### config.mk
export PLATFORM = sky130hd
export DESIGN_NAME = fht_frame_mover
export DESIGN_NICKNAME = d
export VERILOG_FILES = /design/src/rtl/fht_pkg.sv /design/src/rtl/fht_row_serializer.sv /design/src/rtl/fht_frame_mover.sv
export SDC_FILE = /design/constraint.sdc
export NUM_CORES = 1
export LEC_CHECK = 0
export CORE_ASPECT_RATIO = 0.7
export CORE_UTILIZATION = 40
export DETAILED_ROUTE_END_ITERATION = 12
export PLACE_DENSITY = 0.77
export SYNTH_ARGS = -nofsm -noshare
export SYNTH_HDL_FRONTEND = slang
export SYNTH_HIERARCHICAL = 1
export SYNTH_SLANG_ARGS = --single-unit
### constraint.sdc
create_clock -name iCLK -period 2.6 [get_ports iCLK]
set_clock_uncertainty 0.05 [all_clocks]
set_input_delay 0.26 -clock iCLK [delete_from_list [all_inputs] [get_ports iCLK]]
set_output_delay 0.26 -clock iCLK [all_outputs]
set_load 0.005 [all_outputs]
### src/rtl/fht_pkg.sv
// Shared types and helpers for the FHT frame mover and its benches.
package fht_pkg;

    typedef enum logic [2:0] {
        ST_LOAD,
        ST_KICK,
        ST_WAIT,
        ST_FETCH,
        ST_EMIT
    } t_mover_state;

    localparam int FHT_BANKS = 4;
    localparam int BANK_W    = $clog2(FHT_BANKS);

    // Reverses the low 'width' bits of 'value'; bits at and above 'width' come back as zero.
    function automatic logic [31:0] F_BIT_REV(input logic [31:0] value, input int width);
        logic [31:0] r;
        r = '0;
        for (int i = 0; i < 32; i++) begin
            if (i < width) r[i] = value[width-1-i];
        end
        return r;
    endfunction

endpackage

### src/rtl/fht_row_serializer.sv
// Turns one captured row (BANKS parallel words) into a valid/ready word stream, bank 0 first.
module fht_row_serializer
    import fht_pkg::*;
#(
    parameter int D_BIT = 22,
    parameter int BANKS = 2**BANK_W
) (
    input  logic                   iCLK,
    input  logic                   iRESET,
    input  logic                   iLOAD,
    input  logic [BANKS*D_BIT-1:0] iROW,
    input  logic                   iLAST_ROW,
    output logic [D_BIT-1:0]       oM_DATA,
    output logic                   oM_VALID,
    input  logic                   iM_READY,
    output logic                   oM_LAST,
    output logic                   oROW_DONE
);

    localparam int BW = $clog2(BANKS);

    logic [BANKS*D_BIT-1:0] row_q, row_d;
    logic [BW-1:0]          idx_q, idx_d;
    logic                   valid_q, valid_d;
    logic                   last_row_q, last_row_d;
    logic                   word_hs;
    logic                   at_end;

    assign word_hs = valid_q & iM_READY;
    assign at_end  = (idx_q == BW'(BANKS - 1));

    // NOTE: every always_comb output gets a default first so no path can leave it unassigned (latch).
    always_comb begin
        row_d      = row_q;
        idx_d      = idx_q;
        valid_d    = valid_q;
        last_row_d = last_row_q;
        if (iLOAD) begin
            row_d      = iROW;
            idx_d      = '0;
            valid_d    = 1'b1;
            last_row_d = iLAST_ROW;
        end else if (word_hs) begin
            if (at_end) valid_d = 1'b0;
            else        idx_d   = idx_q + BW'(1);
        end
    end

    // NOTE: the row register is a handful of flops, not a RAM, so it is reset to keep oM_DATA at zero.
    always_ff @(posedge iCLK or posedge iRESET) begin
        if (iRESET) begin
            row_q      <= '0;
            idx_q      <= '0;
            valid_q    <= 1'b0;
            last_row_q <= 1'b0;
        end else begin
            row_q      <= row_d;
            idx_q      <= idx_d;
            valid_q    <= valid_d;
            last_row_q <= last_row_d;
        end
    end

    assign oM_DATA   = row_q[int'(idx_q)*D_BIT +: D_BIT];
    assign oM_VALID  = valid_q;
    assign oM_LAST   = valid_q & at_end & last_row_q;
    assign oROW_DONE = word_hs & at_end;

endmodule

### src/rtl/fht_frame_mover.sv
// Streams ADC samples into the FHT RAM banks, kicks the transform, then drains the result row by row.
module fht_frame_mover
    import fht_pkg::*;
#(
    parameter int D_BIT     = 22,
    parameter int ADC_WIDTH = 14,
    parameter int A_BIT     = 8,
    parameter int BANKS     = 2**BANK_W,
    parameter int RD_LAT    = 2,
    parameter int REV_OUT   = 1
) (
    input  logic                   iCLK,
    input  logic                   iRESET,
    input  logic [ADC_WIDTH-1:0]   iS_DATA,
    input  logic                   iS_VALID,
    output logic                   oS_READY,
    output logic [BANKS-1:0]       oWE,
    output logic [A_BIT-1:0]       oADDR_WR,
    output logic [D_BIT-1:0]       oDATA_WR,
    output logic                   oSTART,
    input  logic                   iDONE,
    output logic [A_BIT-1:0]       oADDR_RD,
    input  logic [BANKS*D_BIT-1:0] iDATA_RD,
    output logic [D_BIT-1:0]       oM_DATA,
    output logic                   oM_VALID,
    input  logic                   iM_READY,
    output logic                   oM_LAST,
    output logic                   oBUSY
);

    localparam int BW   = $clog2(BANKS);
    localparam int K_W  = A_BIT + BW;
    localparam int PAD  = D_BIT - ADC_WIDTH;
    localparam int FC_W = $clog2(RD_LAT + 1);

    t_mover_state      state_q, state_d;
    logic [K_W-1:0]    k_q, k_d;
    logic [A_BIT-1:0]  row_q, row_d;
    logic [FC_W-1:0]   fetch_cnt_q, fetch_cnt_d;
    logic [BANKS-1:0]  we_q, we_d;
    logic [A_BIT-1:0]  addr_wr_q, addr_wr_d;
    logic [D_BIT-1:0]  data_wr_q, data_wr_d;
    logic              start_q, start_d;
    logic              done_q, done_d;
    logic [A_BIT-1:0]  addr_rd_q, addr_rd_d;
    logic [A_BIT-1:0]  row_inc;
    logic              capture;
    logic              row_done;

    function automatic logic [A_BIT-1:0] row_map(input logic [A_BIT-1:0] r);
        if (REV_OUT != 0) return A_BIT'(F_BIT_REV(32'(r), A_BIT));
        else              return r;
    endfunction

    assign row_inc = row_q + A_BIT'(1);
    assign capture = (state_q == ST_FETCH) && (fetch_cnt_q == FC_W'(RD_LAT));

    always_comb begin
        state_d     = state_q;
        k_d         = k_q;
        row_d       = row_q;
        fetch_cnt_d = fetch_cnt_q;
        we_d        = '0;
        addr_wr_d   = addr_wr_q;
        data_wr_d   = data_wr_q;
        start_d     = 1'b0;
        done_d      = iDONE;
        addr_rd_d   = addr_rd_q;
        case (state_q)
            ST_LOAD: begin
                if (iS_VALID) begin
                    we_d      = BANKS'(1) << k_q[BW-1:0];
                    addr_wr_d = k_q[K_W-1:BW];
                    data_wr_d = D_BIT'(iS_DATA) << PAD;
                    k_d       = k_q + K_W'(1);
                    if (&k_q) state_d = ST_KICK;
                end
            end
            ST_KICK: begin
                start_d = 1'b1;
                // Pretend iDONE was already high so the previous frame's stale ready cannot look like a rise.
                done_d  = 1'b1;
                state_d = ST_WAIT;
            end
            ST_WAIT: begin
                if (iDONE && !done_q) begin
                    state_d     = ST_FETCH;
                    fetch_cnt_d = '0;
                    addr_rd_d   = row_map(row_q);
                end
            end
            ST_FETCH: begin
                if (capture) begin
                    state_d     = ST_EMIT;
                    fetch_cnt_d = '0;
                end else begin
                    fetch_cnt_d = fetch_cnt_q + FC_W'(1);
                end
            end
            ST_EMIT: begin
                if (row_done) begin
                    row_d = row_inc;
                    if (&row_q) begin
                        state_d = ST_LOAD;
                    end else begin
                        state_d   = ST_FETCH;
                        addr_rd_d = row_map(row_inc);
                    end
                end
            end
            default: state_d = ST_LOAD;
        endcase
    end

    // NOTE: sequential state is only ever written with non-blocking assignments.
    always_ff @(posedge iCLK or posedge iRESET) begin
        if (iRESET) begin
            state_q     <= ST_LOAD;
            k_q         <= '0;
            row_q       <= '0;
            fetch_cnt_q <= '0;
            we_q        <= '0;
            addr_wr_q   <= '0;
            data_wr_q   <= '0;
            start_q     <= 1'b0;
            done_q      <= 1'b0;
            addr_rd_q   <= '0;
        end else begin
            state_q     <= state_d;
            k_q         <= k_d;
            row_q       <= row_d;
            fetch_cnt_q <= fetch_cnt_d;
            we_q        <= we_d;
            addr_wr_q   <= addr_wr_d;
            data_wr_q   <= data_wr_d;
            start_q     <= start_d;
            done_q      <= done_d;
            addr_rd_q   <= addr_rd_d;
        end
    end

    fht_row_serializer #(
        .D_BIT (D_BIT),
        .BANKS (BANKS)
    ) u_serializer (
        .iCLK      (iCLK),
        .iRESET    (iRESET),
        .iLOAD     (capture),
        .iROW      (iDATA_RD),
        .iLAST_ROW (&row_q),
        .oM_DATA   (oM_DATA),
        .oM_VALID  (oM_VALID),
        .iM_READY  (iM_READY),
        .oM_LAST   (oM_LAST),
        .oROW_DONE (row_done)
    );

    assign oS_READY = (state_q == ST_LOAD);
    assign oBUSY    = (state_q != ST_LOAD);
    assign oWE      = we_q;
    assign oADDR_WR = addr_wr_q;
    assign oDATA_WR = data_wr_q;
    assign oSTART   = start_q;
    assign oADDR_RD = addr_rd_q;

endmodule

==> metrics.txt, run 1 <==
status=finished, final reports clean; CTS clock-pin slew for the worst setup and hold paths=0.06 ns; antenna violations before repair=0; GRT Overall Usage=16.73%; CTS resizes=0; largest net degree at the start of global routing=95; total congestion overflow=0; placer congestion estimate=0.7922; share of post-route cells with drive strength above 1=30.40%; # IOs=176; fmax=0.4023 GHz; Switch Pwr=1.289 mW; critical path arrival=2.18 ns; first-pass GRT wire length=21,950 um; CTS max path bufs=2; Worst Hold Class=primary input to asynchronous set/reset pin; 1st-iter DRT viols=157; post-synthesis cell count=443; post-layout util=56.64%; Comb power frac=9.5%; Crit Path Class=flop to output port; Row Count=39; IO buf count=167; Post-DRT Antenna Nets=0; crit end category=output port; ANT cells=0; Initial Utilization=40.94%; Synth Register Bits=151; Vias=4,114; post-synthesis sequential area ratio=56.46%; CP Max Fanout=24; Slew Viols, Final=0; required time of the critical path=2.29 ns; RSZ-0062 raised after global routing=false; Clock Latency Late Sink=0.42 ns; Max-Slew Margin vs Limit=54.38%; synth top area cells=dfrtp_1, mux2_2, mux4_2, buf_4, xnor2_1; P&R area growth vs syn=38.34%; drt pass-1 iters=4; Core ar.=16,350 um2; setup TNS=0 ns; post-placement cell area=8573 um2; syn avg cell area=15.11 um2; Least-Margin Pin Slew=0.6828 ns; Max VDD drop=0.3984 mV; ys async rst share=100.0%; vias in the first global route=4,260; switching share of power=21.58%; clk sink count=151; Hold Vio Cnt, Final=0; Cell variety after synth=44; H-Tree Depth=4; vias per std cell=4.840; Yosys Warn Count=6; Die ar.=17,260 um2; Final HPWL DP=9745 um; finished layout cell area=9259 um2; Leakage=4.271 nW; DRC viols=0; Setup violations, final=0; postcts setup bufs=0; Post-Synthesis Cell Area=6693 um2; CTS buffer count=17; Yosys top cell area share=56.46%; Post-synth EDFFs=0; die span in y=110.2 um; Placed Instances=818; Total Power=5.973 mW; Layout Nets=725; fin crit share=95.61%; cell area power density=645.1 nW/um2; clk root buf=clkbuf_16; cell taking the most area after synthesis=dfrtp_1; TritonCTS clock tree=done; DRT Wirelength=13,930 um; min Tclk post-route=2.486 ns; DR WL/cell=16.39 um; CP startpoint kind=flop; max-cap violations=0; Finished Layout Cells=850; Main synth FF type=dfrtp_1; Die X=156.6 um; Int Pwr=4.684 mW; sequential power share=43.0%; Clock power frac=47.4%; cts hold-fix bufs=0
-- power groups by stage --
stage	Sequential, mW	Combinational [mW]	Clock, mW
CTS	2.57	0.580	2.90
global route	2.59	0.619	2.99
detailed placement	2.61	0.573	0
finish	2.57	0.570	2.83
floorplan	2.60	0.207	0
global placement	2.60	0.556	0
-- worst paths after layout --
kind	cells past startpoint	start	endpoint	slack, ns
hold / removal	2	iRESET	oDATA_WR[15]	0.1
setup / recovery	3	u_serializer/idx_q[0]	oM_DATA[20]	0.11
min in group iCLK	2	iDATA_RD[41]	u_serializer/row_q[41]	0.40
hold reg to reg	1	oADDR_RD[0]	oADDR_RD[0]	0.44
max in group asynchronous	3	iRESET	u_serializer/row_q[25]	1.76
setup reg to reg	5	state_q[2]	u_serializer/row_q[79]	0.45
-- cells by family (layout without fill, tap and decap cells) --
kind of cell	count (synthesis)	in the layout	synth area share (%)
flip-flops	151	151	56.46
multiplexers	145	145	28.19
AND/OR/NAND/NOR	68	68	5.851
buffers and inverters	39	214	3.945
XOR/XNOR	23	23	3.010
AO/OA/AOI/OAI	10	10	1.365
adder cells (fa/ha/maj)	6	6	1.122
other	1	8	0.05603
-- worst max-delay path: stages, from the launching register on --
cell and delay [ns]:
dfrtp_1 0.35, buf_4 0.38, mux4_2 0.55, clkdlybuf4s50_1 0.48
-- layout make-up --
class	count	area [um2]
Clock buffer	19	442.9
Clock inverter	13	242.7
Fill cell	1300	7088
Inverter	5	22.52
Multi-Input combinational cell	260	2693
Sequential cell	151	3780
Tap cell	225	281.5
Timing Repair Buffer	177	1797
-- synthesized netlist by cell type (2+ instances only) --
| cell | count |
|---|---|
| dfrtp_1 | 151 |
| mux2_2 | 120 |
| mux4_2 | 20 |
| buf_4 | 19 |
| nand2_1 | 14 |
| xnor2_1 | 13 |
| nor2_1 | 12 |
| xor2_1 | 10 |
| buf_2 | 9 |
| nand3_1 | 7 |
| ha_1 | 6 |
| nand2b_1 | 6 |
| inv_1 | 5 |
| and2_1 | 4 |
| nand4_1 | 4 |
| and3_1 | 3 |
| and4_1 | 3 |
| clkbuf_1 | 3 |
| nor2b_1 | 3 |
| nor3_1 | 3 |
| mux2_1 | 2 |
| mux4_1 | 2 |
| nor3b_1 | 2 |
| o21ai_0 | 2 |
-- metrics by stage --
| stage | hold slack (ns) | worst slack [ns] |
|---|---|---|
| after global routing | 0.1170 | 0.01866 |
| after CTS | 0.08573 | 0.06173 |
| final | 0.09500 | 0.1142 |
| after floorplan | 0.3221 | 0.6533 |
| after detailed placement | 0.4353 | 0.4282 |
| after global placement | 0.4317 | 0.5016 |
-- layout by cell type (no fill, tap or decap), drive strengths merged, types with 7 or more instances in the layout --
master         synthesis  routed
inv                    5       7
xnor2                 13      13
dfrtp                151     151
clkdlybuf4s50          0     167
nor2                  12      12
nand3                  7       7
mux4                  22      22
buf                   31      10
clkbuf                 3      19
mux2                 122     122
xor2                  10      10
nand2                 14      14
conb                   1       8
-- routing by layer --
layer | track usage [%] | wire, um
met1 | 22.67 | 6404
met2 | 26.15 | 6764
met3 | 3.909 | 530
met4 | 6.723 | 229
met5 | 0 | 0
-- sequential cells by signal, indices dropped and copies added (netlist names), 2 cells and up --
name,flops
oADDR_RD,8
u_serializer/row_q,88
fetch_cnt_q,2
oDATA_WR,14
row_q,8
u_serializer/idx_q,2
oADDR_WR,8
state_q,3
k_q,10
oWE,4
Power figures use the tool's default switching activity.
==> inputs of run 2 (changes only) <==
- CTS_CLUSTER_SIZE: default -> 14
- SKIP_LAST_GASP: default -> 1
==> results of run 2 <==
The final DEF is identical to that of run 1; final timing and power are the same.
==> inputs of run 3 (changes only) <==
- ABC_AREA: default -> 1
- CORE_MARGIN: default -> 2
- CORE_UTILIZATION: 40 -> 30
- PLACE_DENSITY: 0.77 -> 0.62
==> metrics.txt, run 3 <==
# IOs=176 (unchanged); Placed Instances=1,385 (+69%); crit end category=output port; drt pass-1 iters=4 (unchanged); CTS buffer count=17 (unchanged); DR WL/cell=13.45 um (-18%); setup TNS=0 ns (unchanged); 1st-iter DRT viols=466 (+200%); Worst Hold Class=primary input to asynchronous set/reset pin; Post-Synthesis Cell Area=7311 um2 (+9.2%); cell area power density=705.8 nW/um2 (+9.4%); Clock Latency Late Sink=0.42 ns (about the same); syn avg cell area=7.878 um2 (-48%); met2 Resource Use GR=23.07% (-3.1 points); max-cap violations=0 (unchanged); status=finished, final reports clean; Post-synth EDFFs=0 (unchanged); post-placement cell area=9210 um2 (+7.4%); Final HPWL DP=13,740 um (+41%); WHS=0.1644 ns (+0.06944 ns); Main synth FF type=dfrtp_1; Vias=6,178 (+50%); Synth Area in Adders=1.027% (-0.095 points); Core ar.=23,760 um2 (+45%); P&R area growth vs syn=34.06%; vias per std cell=4.360 (-9.9%); clk root buf=clkbuf_16; critical path arrival=2.10 ns (-0.08 ns); CP startpoint kind=flop; Row Count=47 (+21%); mux cell area share after synthesis=0% (-28 points); Setup violations, final=0 (unchanged); post-synthesis sequential area ratio=51.69% (-4.8 points); die span in y=134.6 um (+22%); RR Endpoint=u_serializer/row_q[87]; reg2reg start=state_q[2]; finished layout cell area=9801 um2 (+5.9%); RSZ-0062 raised after global routing=false; TritonCTS clock tree=done; CP Max Fanout=30 (+25%); GRT Overall Usage=15.36% (-1.4 points); Reg with most FFs=u_serializer/row_q; R2R setup slack=0.64 ns (+0.19 ns); cells on worst reg2reg path=8 (+3); antenna violations before repair=1 (+1); clk sink count=151 (unchanged); H-Tree Depth=4 (unchanged); Initial Utilization=30.77% (-10 points); ys async rst share=100.0% (unchanged); main combinational cell family by area after synthesis=simple AND/OR/NAND/NOR gates; Total Power=6.917 mW (+16%); Die X=190.6 um (+22%); required time of the critical path=2.29 ns (about the same); Finished Layout Cells=1,417 (+67%); placer congestion estimate=0.8135 (+2.7%); grt peak-use layer=met2; cell taking the most area after synthesis=dfrtp_1; DRC viols=0 (unchanged); grt met3 use=3.950% (+0.041 points); max FFs per register=88 (unchanged); postcts setup bufs=0 (unchanged); Simple-Gate Fraction of Synth Area=25.72% (+20 points); Post-DRT Antenna Nets=0 (unchanged); Max VDD drop=0.4243 mV (+6.5%); total congestion overflow=0 (unchanged); Synth Area in Compound Gates=8.455% (+7.1 points); M1 GR Usage=22.23% (-0.44 points); DRT Wirelength=19,060 um (+37%); Layout Nets=1,199 (+65%); fill count=2,424 (+86%); Leakage=4.657 nW (+9.0%); IO buf count=167 (unchanged); most common cell after layout, fill and taps aside=nand2_1; Cell variety after synth=27 (-39%); Die ar.=25,650 um2 (+49%); CTS clock-pin slew for the worst setup and hold paths=0.07 ns (about the same); vias in the first global route=6,043 (+42%); post-synthesis cell count=928 (+110%); CTS max path bufs=2 (unchanged); Post-synth top cells=nand2_1, dfrtp_1, inv_1; Yosys Warn Count=6 (unchanged); min Tclk post-route=2.406 ns (-0.07983 ns); xor and xnor area share after synthesis=1.198% (-1.8 points); share of post-route cells with drive strength above 1=6.375% (-24 points); fmax=0.4156 GHz (+3.3%); cts hold-fix bufs=0 (unchanged); critical path startpoint=u_serializer/idx_q[0]; synth top area cells=dfrtp_1, nand2_1, o21ai_0, inv_1, nand3_1; largest net degree at the start of global routing=81 (-15%); Yosys top cell area share=51.69% (-4.8 points); Slew Viols, Final=0 (unchanged); fin crit share=92.54% (-3.1 points); CTS resizes=0 (unchanged); Synth Register Bits=151 (unchanged); Crit Path Class=flop to output port; Hold Vio Cnt, Final=0 (unchanged); first-pass GRT wire length=31,110 um (+42%); count leader, synth=nand2_1; most frequent cells in the layout=nand2_1, clkdlybuf4s50_1, dfrtp_1
## run 3: cells by family after synthesis
| family | Yosys count |
|---|---|
| and+or+nand+nor | 460 |
| buffers and inverters | 180 |
| DFF | 151 |
| AOI/OAI and AO/OA | 120 |
| xor gates and xnor gates | 10 |
| adders and majority gates | 6 |
| other | 1 |
## run 3: worst max-delay path by stage
| stage | endpoint | slack [ns] | cells past startpoint |
|---|---|---|---|
| 4_1_cts | oM_LAST | 0.13 | 5 |
| 3_3_place_gp | oM_LAST | 0.61 | 5 |
| 3_5_place_dp | oM_LAST | 0.59 | 5 |
| 5_1_grt | oM_LAST | 0.04 | 5 |
| 2_1_floorplan | done_q | 0.83 | 1 |
| 6_report | oM_LAST | 0.19 | 5 |
## run 3: worst max-delay path, stage by stage (launching register included)
cell and delay (ns):
dfrtp_2 0.38, buf_4 0.33, ha_1 0.27, nand2_1 0.07, nor2_1 0.08, clkdlybuf4s50_1 0.55
## run 3: power breakdown
part | switching (mW) | internal (mW)
Sequential | 0.128 | 2.50
Combinational | 0.912 | 0.857
Clock | 1.08 | 1.44
## run 3: through the flow
step	utilization [%]	worst slack [ns]
3_5_place_dp	38.77	0.5897
3_3_place_gp	38.77	0.6128
2_1_floorplan	-	0.8337
4_1_cts	41.24	0.1294
6_report	41.25	0.1940
5_1_grt	41.24	0.03636
## run 3: metal layers
layer	wire length, um	part of all wire (%)
met2	8200	43
met3	1123	5.9
met1	9618	50
met5	0	0
met4	118	0.62
## run 3: final cells by class
class                      count  area [um2]  share of cell area [%]
sequential                   151        3780                   38.57
clock inverter                14       162.7                   1.660
timing repair buffer         180        1832                   18.69
multi-input combinational    604        2699                   27.54
clock buffer                  17       425.4                   4.341
inverter                     132       501.7                   5.119
tap                          318       397.9                   4.060
antenna                        1       2.502                 0.02553
